===== config.mk =====
export PLATFORM = sky130hd
export DESIGN_NAME = introduction_1
export DESIGN_NICKNAME = d
export VERILOG_FILES = /design/src/rtl/introduction_1.sv
export SDC_FILE = /design/constraint.sdc
export NUM_CORES = 1
export LEC_CHECK = 0
export ABC_CLOCK_PERIOD_IN_PS = 900
export CAP_MARGIN = 5
export CORE_AREA = 8 8 45 47
export DETAILED_ROUTE_END_ITERATION = 10
export DIE_AREA = 0 0 53 55
export MAX_ROUTING_LAYER = met4
export PLACE_DENSITY = 0.45
export SYNTH_ARGS = -nofsm -noshare
export SYNTH_HDL_FRONTEND = slang
export SYNTH_SLANG_ARGS = --single-unit

===== constraint.sdc =====
create_clock -name clk -period 0.9 [get_ports clk]
set_input_delay 0.27 -clock clk [delete_from_list [all_inputs] [get_ports clk]]
set_output_delay 0.27 -clock clk [all_outputs]
set_load 0.01 [all_outputs]

===== src/rtl/introduction_1.sv =====
// Dual AND-OR cell: combinational sum-of-products plus registered copies and change pulses.
// Comb outputs have zero latency; registered outputs lag by one clk; no flow control.
module introduction_1 (
   input  logic clk,
   input  logic rst,
   input  logic p1a,
   input  logic p1b,
   input  logic p1c,
   input  logic p1d,
   input  logic p1e,
   input  logic p1f,
   input  logic p2a,
   input  logic p2b,
   input  logic p2c,
   input  logic p2d,
   output logic p1y,
   output logic p2y,
   output logic p1y_q,
   output logic p2y_q,
   output logic p1y_chg,
   output logic p2y_chg
);

   assign p1y = (p1a & p1b & p1c) | (p1d & p1e & p1f);
   assign p2y = (p2a & p2b) | (p2c & p2d);

   // The change pulse compares the new sample against the value currently held,
   // so the first edge after reset compares against the reset value 0.
   always_ff @(posedge clk or posedge rst) begin
      if (rst) begin
         p1y_q   <= 1'b0;
         p2y_q   <= 1'b0;
         p1y_chg <= 1'b0;
         p2y_chg <= 1'b0;
      end else begin
         p1y_q   <= p1y;
         p2y_q   <= p2y;
         p1y_chg <= p1y ^ p1y_q;
         p2y_chg <= p2y ^ p2y_q;
      end
   end

endmodule


# Word-level counts from Yosys, hierarchy flattened
# Index checks and enable logic that the tools add are counted.
# op_classes
shifts,0
bitwise_logic,10
eq_ne,0
magnitude_cmp,0
n_addsub,0
n_mux,0
n_div,0
n_mul,0
n_reduce_logical,0
# ops
cell,count
$and 1x1->1,6
$or 1x1->1,2
$xor 1x1->1,2
# word_totals
ff_bits,4
latch_bits,0
output_inout_bits,6
elab_cells,14
input_bits,12
mem_bits_rw,0
mem_count,0
romBits,0

# Logic depth before layout (Yosys ltp)
# depth
depth_word,4
ltp_mapped,3
depth_no_buf,3

# Least setup slack after synthesis
# No wires, ideal clock.
# synth_path
kind,input to register
from,input p2a
to,register p2y_chg
n_path_buf,0
required_ns,0.770
setup_slack_ns,0.081
arrival_ns,0.689
path_stages,2
setup_time_ns,0.130
path_cell_list,a22o_1 xor2_1
# synth_via
elab_chain_len,3
# synth_lines
element,line,rtl
from (decl),12,"input logic p2a,"
$and 1x1->1,25,assign p2y = (p2a & p2b) | (p2c & p2d);
$or 1x1->1,25,
$xor 1x1->1,39,p2y_chg <= p2y ^ p2y_q;
to (signal assigned),39,
to (decl),21,output logic p2y_chg
# Every way passes these cells.

# Worst setup path in the final report
# layout_path
from,register p1y_q
to,output p1y_q
# layout_rtl
element,line,rtl
from (decl),18,"output logic p1y_q,"
from (signal assigned),36,p1y_q <= p1y;
# No word-level cell between the ends.

==> flow_summary.ini <==
[clocking]
clockBufferDepth = 2
cts_made_buffers = 3
root_buffer = clkbuf_4
clk_pin_slew_worst_paths_ns = 0.04
tritoncts = built
clkLatencyLatePin_ns = 0.23
htree_levels = 1
cts.sink_count = 4

[pwr]
leakage_nw = 0.222
p_per_area_nw_per_um2 = 1430
internal-power_w = 0.000455
total_power_w = 0.000590
swShare_pct = 22.8
p_seq_share_pct = 35.0
combPwrFrac_pct = 27.7
peakVddDrop_mv = 0.426
clkPwrFrac_pct = 37.4
power.net_switching_w = 0.000135

[layout]
drive_gt1_share_pct = 76.9
final_nets = 53
area_growth_pct = 186
antenna_cells = 0
fill_cells = 153

[setup_path]
arrival_ns = 0.74
path_buf_inv = 1
crit_type = reg -> out
cp.required_ns = 0.63
cp_cell_sequence = buf_6
crit_slowest_cell = dfrtp_1
crit_family = flip-flops
endpoint_kind = output pin
max_stage_delay_ns = 0.38
cp_max_fo = 2
cp-start-kind = register

[grt]
grt_usage_pct = 5.47
grt-ovfl-total = 0
grt_pass1_vias = 234
antenna_found_initial = 0
grt_pass1_wl_um = 1000
grt_max_degree = 5

[floorplanning]
rows = 14
dieArea_um2 = 2920
fp.dieH_um = 55
io-pin-count = 18
start_util_pct = 10.4
core_um2 = 1380
fp.dieW_um = 53

[drt]
drc = 0
avgRoutedWirePerCell_um = 12.2
vias_per_cell = 3.51
postRouteAntennaNets = 0
routed_wl_um = 669
first_pass_iters = 2
drt_first_iter_violations = 2
routed-via-count = 193

[synth]
seq_area_frac_synth_pct = 69.6
synth.net_count = 23
synth_area_um2 = 144
syn-instance-count = 11
yosys.cell_types.count = 6
ys_ff_latch = 4
avgSynthCellArea_um2 = 13.1
ys_warn_count = 0

[status]
violations = negative setup slack
status = finished, violations left

[timing]
clock-skew-final_ns = 0.00529
hold_violations = 0
finalCritPeriodShare_pct = 112
fin_ws_ns = -0.106
final-setup-viol-count = 5
setup_tns_ns = -0.458
rsz0062_at_grt = true
slew_headroom_pct = 90.3
period_needed_ns = 1.01
worstMarginPinSlew_ns = 0.145
timing.fmax_mhz = 994
slew_viol_final = 0

[run]
cap_viol_max_count = 0

[placement]
io_buffers = 17
dp_hpwl_um = 504
place_ws_ns = -0.819
gp_congestion = 0.629

[worst_hold_path]
hold_class = in -> async
## flip-flops by register name (all words and copies together) (netlist names)
| name | cells |
|---|---|
| p2y_chg | 1 |
| p1y_chg | 1 |
| p1y_q | 1 |
| p2y_q | 1 |
## cell usage after synthesis, drive strengths merged
cell	number	area (um^2)
xor2	2	17.5
inv	1	3.75
nand3	2	10.0
dfrtp	4	100
nand2	1	3.75
a22o	1	8.76
## logic make-up (layout without fill, tap and decap cells)
| family | count (synthesis) | count (layout) | share of synthesized area (%) |
|---|---|---|---|
| AO/OA/AOI/OAI | 1 | 1 | 6.09 |
| flip-flops | 4 | 4 | 69.6 |
| XOR/XNOR | 2 | 2 | 12.2 |
| AND/OR/NAND/NOR | 3 | 3 | 9.56 |
| buffers and inverters | 1 | 29 | 2.61 |
## placed cells by master (no fill, tap or decap)
master,count
a22o_1,1
buf_2,6
buf_4,8
buf_6,10
clkbuf_4,3
clkdlybuf4s50_1,1
dfrtp_1,4
inv_1,1
nand2_2,1
nand3_2,2
xor2_1,2
## power groups by stage
stage	Clock [W]	Combinational (W)	Sequential (W)
finish	0.000220	0.000163	0.000206
CTS	0.000232	0.000144	0.000205
global placement	0	0.000158	0.000208
floorplan	0	0.0000234	0.000220
global route	0.000249	0.000176	0.000208
detailed placement	0	0.000159	0.000208
## stage by stage
| stage | instance area [um^2] | hold slack [ns] | util [%] | std cells |
|---|---|---|---|---|
| final | 412 | 0.221 | 29.7 | 55 |
| after global routing | 412 | 0.232 | 29.7 | 55 |
| after CTS | 377 | 0.219 | 27.2 | 54 |
| after detailed placement | 364 | 0.463 | 26.3 | 48 |
| after global placement | 364 | 0.463 | 26.3 | 48 |
| after floorplan | 144 | 0.0361 | - | 11 |
## path summary, 6_finish.rpt
path | start | endpoint | slack (ns) | depth (start not counted)
setup reg to reg | p2y_q | p2y_chg | 0.03 | 3
max in group asynchronous | rst | p1y_chg | 0.53 | 2
hold reg to reg | p1y_q | p1y_chg | 0.58 | 2
hold / removal | rst | p1y_q | 0.22 | 2
setup / recovery | p1y_q | p1y_q | -0.11 | 1
min in group clk | p2b | p2y_q | 0.47 | 4
## metal layers
metal / part of all wire (%) / wire [um] / GRT usage, %
met3: 12 / 82 / 4.28
met5: 0 / 0 / -
met4: 0 / 0 / 5.17
met2: 43 / 287 / 7.62
met1: 45 / 299 / 4.59
## final cells by class
cell class              count  area (um^2)  area share (%)
clock buffers               3         22.5            5.47
inverters                   1         3.75           0.912
multi-input cells           6         52.6            12.8
flip-flops and latches      4          100            24.3
well taps                  16         20.0            4.86
repair buffers             25          213            51.7
## what timing repair did
| item | CTS | global route |
|---|---|---|
| setup endpoints to repair | 9 | 7 |
| buffers inserted | 3 | 1 |
| hold buffers | 0 | 0 |
| pin swaps | 4 | 2 |
| endpoints found under the hold margin | 0 | 0 |
| resized for setup | 63 | 5 |
No activity file was read; power rests on OpenSTA's default activity.
==> variant 1: new RTL, same settings <==
Register the input `p1a` before use. The logic sees it one clock later. The other inputs are not delayed to match.
--- a/src/rtl/introduction_1.sv
+++ b/src/rtl/introduction_1.sv
@@ -21,7 +21,13 @@
    output logic p2y_chg
 );
 
-   assign p1y = (p1a & p1b & p1c) | (p1d & p1e & p1f);
+   logic p1a_q;
+
+   always_ff @(posedge clk) begin
+      p1a_q <= p1a;
+   end
+
+   assign p1y = (p1a_q & p1b & p1c) | (p1d & p1e & p1f);
    assign p2y = (p2a & p2b) | (p2c & p2d);
 
    // The change pulse compares the new sample against the value currently held,
Check against the original RTL: not equivalent (Yosys sat finds a counterexample within 4 cycles, from zero or initial values and one cycle with rst high).
==> variant 1 against the original RTL <==
- the run still ends with negative setup slack left
- sequential power up 24%
- via count is 2.6% higher
- worst setup slack worse by 0.066 ns
- power rose by 14%
- design area unchanged
- synthesized cell count increased by 9.1%
- synthesized area is 14% higher
- sequential cell count is 1 higher
- utilization stayed put
- routed wire length decreased by 3.1%
- critical path type unchanged
- critical endpoint is now p1y
==> variant 1: results (changes against the original RTL) <==
| Metric | Value |
|---|---|
| Area occupied by multi-input gates | 47.5 sq um (-9.5%) |
| Met1 GRT Util | 0.0550 (+0.00909) |
| First-pass DRT Iterations | 1 (-1) |
| Global-route wire length before repair | 1.17 mm (+17%) |
| R2R setup slack | -0.12 ns (-0.15 ns) |
| Worst Skew | 0.000183 ns (-0.00511 ns) |
| Routed WL per cell | 11.6 um (-4.9%) |
| Combinational power share | 0.221 (-0.056) |
| Number of global-route vias before repair | 250 (+6.8%) |
| Arrival time worst endpoint | 0.80 ns (+0.06 ns) |
| Net Count, Synth | 24 (+4.3%) |
| FFs w/ async S/R, synth | 0.800 (-0.200) |
| CP Capture Point | p1y |
| Failing checks | negative setup slack |
| Max_slew headroom | 0.895 (-0.00864) |
| Fill cells | 159 (+3.9%) |
| Final worst slack | -0.172 ns (-0.0659 ns) |
| Nonclk buf count | 24 (-4.0%) |
| Register area share after synthesis | 0.733 (+0.0372) |
| Clock buf count | 4 (+1) |
| Peak VDD IR | 0.000485 V (+14%) |
| Seq_cells | 5 (+1) |
| Gpl congestion | 0.708 (+13%) |
| Sequential share of cell area | 0.295 (+0.0517) |
| Initial drt markers | 0 (-2) |
| Met1 wire length | 252 um (-16%) |
| Final setup fails | 7 (+2) |
| Status | finished, violations left |
## variant 1: changes by cell type in the layout (fill, tap and decap cells not counted)
cell / delta
dlygate4sd2_1: +5
buf_6: -5
clkbuf_1: +1
buf_4: -3
buf_2: +1
dfxtp_2: +1
nand3_2: -1
clkdlybuf4s50_1: +1
nand3_1: +1
## variant 1: through the flow
stage	instance area [sq um]	utilization	hold slack [ns]	instances	setup TNS, ns
after global placement	384	0.278	0.467	49	-3.80
after floorplan	164	-	0.0361	12	0
after detailed placement	384	0.278	0.466	49	-3.77
after global routing	412	0.297	0.222	56	-1.08
final	412	0.297	0.213	56	-0.839
after CTS	413	0.298	0.208	57	-0.933
## variant 1: cell families after synthesis
family                    after synthesis
xor gates and xnor gates                2
buffers and inverters                   1
DFF                                     5
AOI/OAI and AO/OA                       1
and+or+nand+nor                         3
## variant 1: what timing repair did
action                                  4_1_cts  5_1_grt
gates resized for setup                      48        2
endpoints found under the setup margin        9        9
buffers inserted                              6        1
pin swaps                                     4        2
==> variant 2: new RTL, config.mk and constraints unchanged <==
Without the edit above. Register the output `p2y_chg` once more, cleared by the reset; this adds one clock of latency there. The other outputs are not delayed to match.
--- a/src/rtl/introduction_1.sv
+++ b/src/rtl/introduction_1.sv
@@ -21,6 +21,8 @@
    output logic p2y_chg
 );
 
+   logic p2y_chg_s0;
+
    assign p1y = (p1a & p1b & p1c) | (p1d & p1e & p1f);
    assign p2y = (p2a & p2b) | (p2c & p2d);
 
@@ -31,12 +33,20 @@
          p1y_q   <= 1'b0;
          p2y_q   <= 1'b0;
          p1y_chg <= 1'b0;
-         p2y_chg <= 1'b0;
+         p2y_chg_s0 <= 1'b0;
       end else begin
          p1y_q   <= p1y;
          p2y_q   <= p2y;
          p1y_chg <= p1y ^ p1y_q;
-         p2y_chg <= p2y ^ p2y_q;
+         p2y_chg_s0 <= p2y ^ p2y_q;
+      end
+   end
+
+   always_ff @(posedge clk or posedge rst) begin
+      if (rst) begin
+         p2y_chg <= '0;
+      end else begin
+         p2y_chg <= p2y_chg_s0;
       end
    end
 
Check against the original RTL: not equivalent (Yosys sat finds a counterexample within 4 cycles, from zero or initial values and one cycle with rst high).
==> variant 2 against the original RTL <==
- the flow still finishes with violations (negative setup slack)
- sequential power grew 26%
- routed wire length decreased by 21%
- register-to-register slack gained 0.09 ns
- power grew 10%
- synthesized area grew 17%
- synthesized cell count rose by 9.1%
- final cell count stayed put
- worst setup slack lost 0.0084 ns
- die area is the same
- sequential cell count up 1
- hold slack improved by 0.0097 ns
- design area is 4.3% lower
- largest cell class unchanged
==> variant 2: results (changes against the original RTL) <==
| Metric | Value |
|---|---|
| Share of cells above drive strength 1 | 0.718 (-0.0513) |
| Area contributors post-synth | dfrtp_1, xor2_1, nand3_1 |
| Hold slack | 0.231 ns (+0.00971 ns) |
| Switching power | 0.145 mW (+7.7%) |
| Fill cells | 151 (-1.3%) |
| Area after DPL | 389 sq um (+6.9%) |
| CTS Buf Count | 3 (unchanged) |
| Final worst slack | -0.115 ns (-0.00836 ns) |
| Most Crowded Layer GR | met4 |
| Met1 wire length | 232 um (-22%) |
| First-pass DRT Iterations | 1 (-1) |
| Pre-CTS setup slack | -0.820 ns (-0.00127 ns) |
| DR top layer | met4 |
| Number of global-route vias before repair | 222 (-5.1%) |
| Setup bufs post-CTS | 2 (-1) |
| Final setup fails | 5 (unchanged) |
| Avg Cell Area, Syn | 14.1 sq um (+7.6%) |
| Largest net degree at the start of global routing | 6 (+1) |
| Peak VDD IR | 0.000448 V (+5.2%) |
| Max FO, Critical Path | 2 (unchanged) |
| WL met2 | 181 um (-37%) |
| Vias per inst | 3.53 (+0.52%) |
| Area Growth Syn to Fin | 133% |
| All-Layer GR Usage | 0.0464 (-0.00836) |
| Register area share after synthesis | 0.741 (+0.0451) |
| Combinational power share | 0.212 (-0.065) |
| Worst Skew | 0.0000485 ns (-0.00524 ns) |
| Initial drt markers | 0 (-2) |
| Global-route wire length before repair | 848 um (-15%) |
| Gpl congestion | 0.565 (-10%) |
| Pleak | 0.216 nW (-3.1%) |
| Grt met2 use | 0.0488 (-0.0273) |
| Met3 Use GR | 0.0481 (+0.00535) |
| Met3 wire length | 99 um (+21%) |
| Post-Route WL | 531 um (-21%) |
| Clock network power | 0.252 mW (+15%) |
| R2R setup slack | 0.12 ns (+0.09 ns) |
| Classification of the worst-slack hold path | input port to async pin |
| Status | finished, violations left |
| Dpl cells | 49 (+2.1%) |
| Total Nets Final | 52 (-1.9%) |
| Failing checks | negative setup slack |
| Worst-margin pin slew | 0.175 ns (+0.0297 ns) |
| CP peak stage delay | 0.38 ns (about the same) |
| CP max stage cell | dfrtp_1 |
| Internal power | 0.504 mW (+11%) |
| Met1 GRT Util | 0.0415 (-0.00433) |
| Net Count, Synth | 24 (+4.3%) |
| Synth warnings | 0 (unchanged) |
-- variant 2: cell types whose count changed after synthesis --
cell / before / now
dfrtp_1: 4 / 5
-- variant 2: area by class of cell --
class / instances / area share
inverter: 1 / 0.00952
tap: 16 / 0.0508
sequential: 5 / 0.317
timing repair buffer: 23 / 0.422
multi-input combinational: 6 / 0.133
clock buffer: 4 / 0.0667
-- variant 2: cell families after synthesis --
family / Yosys count / share of synthesized area
flip-flops: 5 / 0.741
AND/OR/NAND/NOR: 3 / 0.0815
XOR/XNOR: 2 / 0.104
AO/OA/AOI/OAI: 1 / 0.0519
buffers and inverters: 1 / 0.0222
-- variant 2: worst paths after layout --
check	start	end	cells after the start
setup / recovery	p2y_q	p2y_q	1
hold / removal	rst	p1y_q	2
setup reg to reg	p2y_q	p2y_chg_s0	2
hold reg to reg	p2y_chg_s0	p2y_chg	0
max in group asynchronous	rst	p2y_q	2
min in group clk	p2y_chg_s0	p2y_chg	0
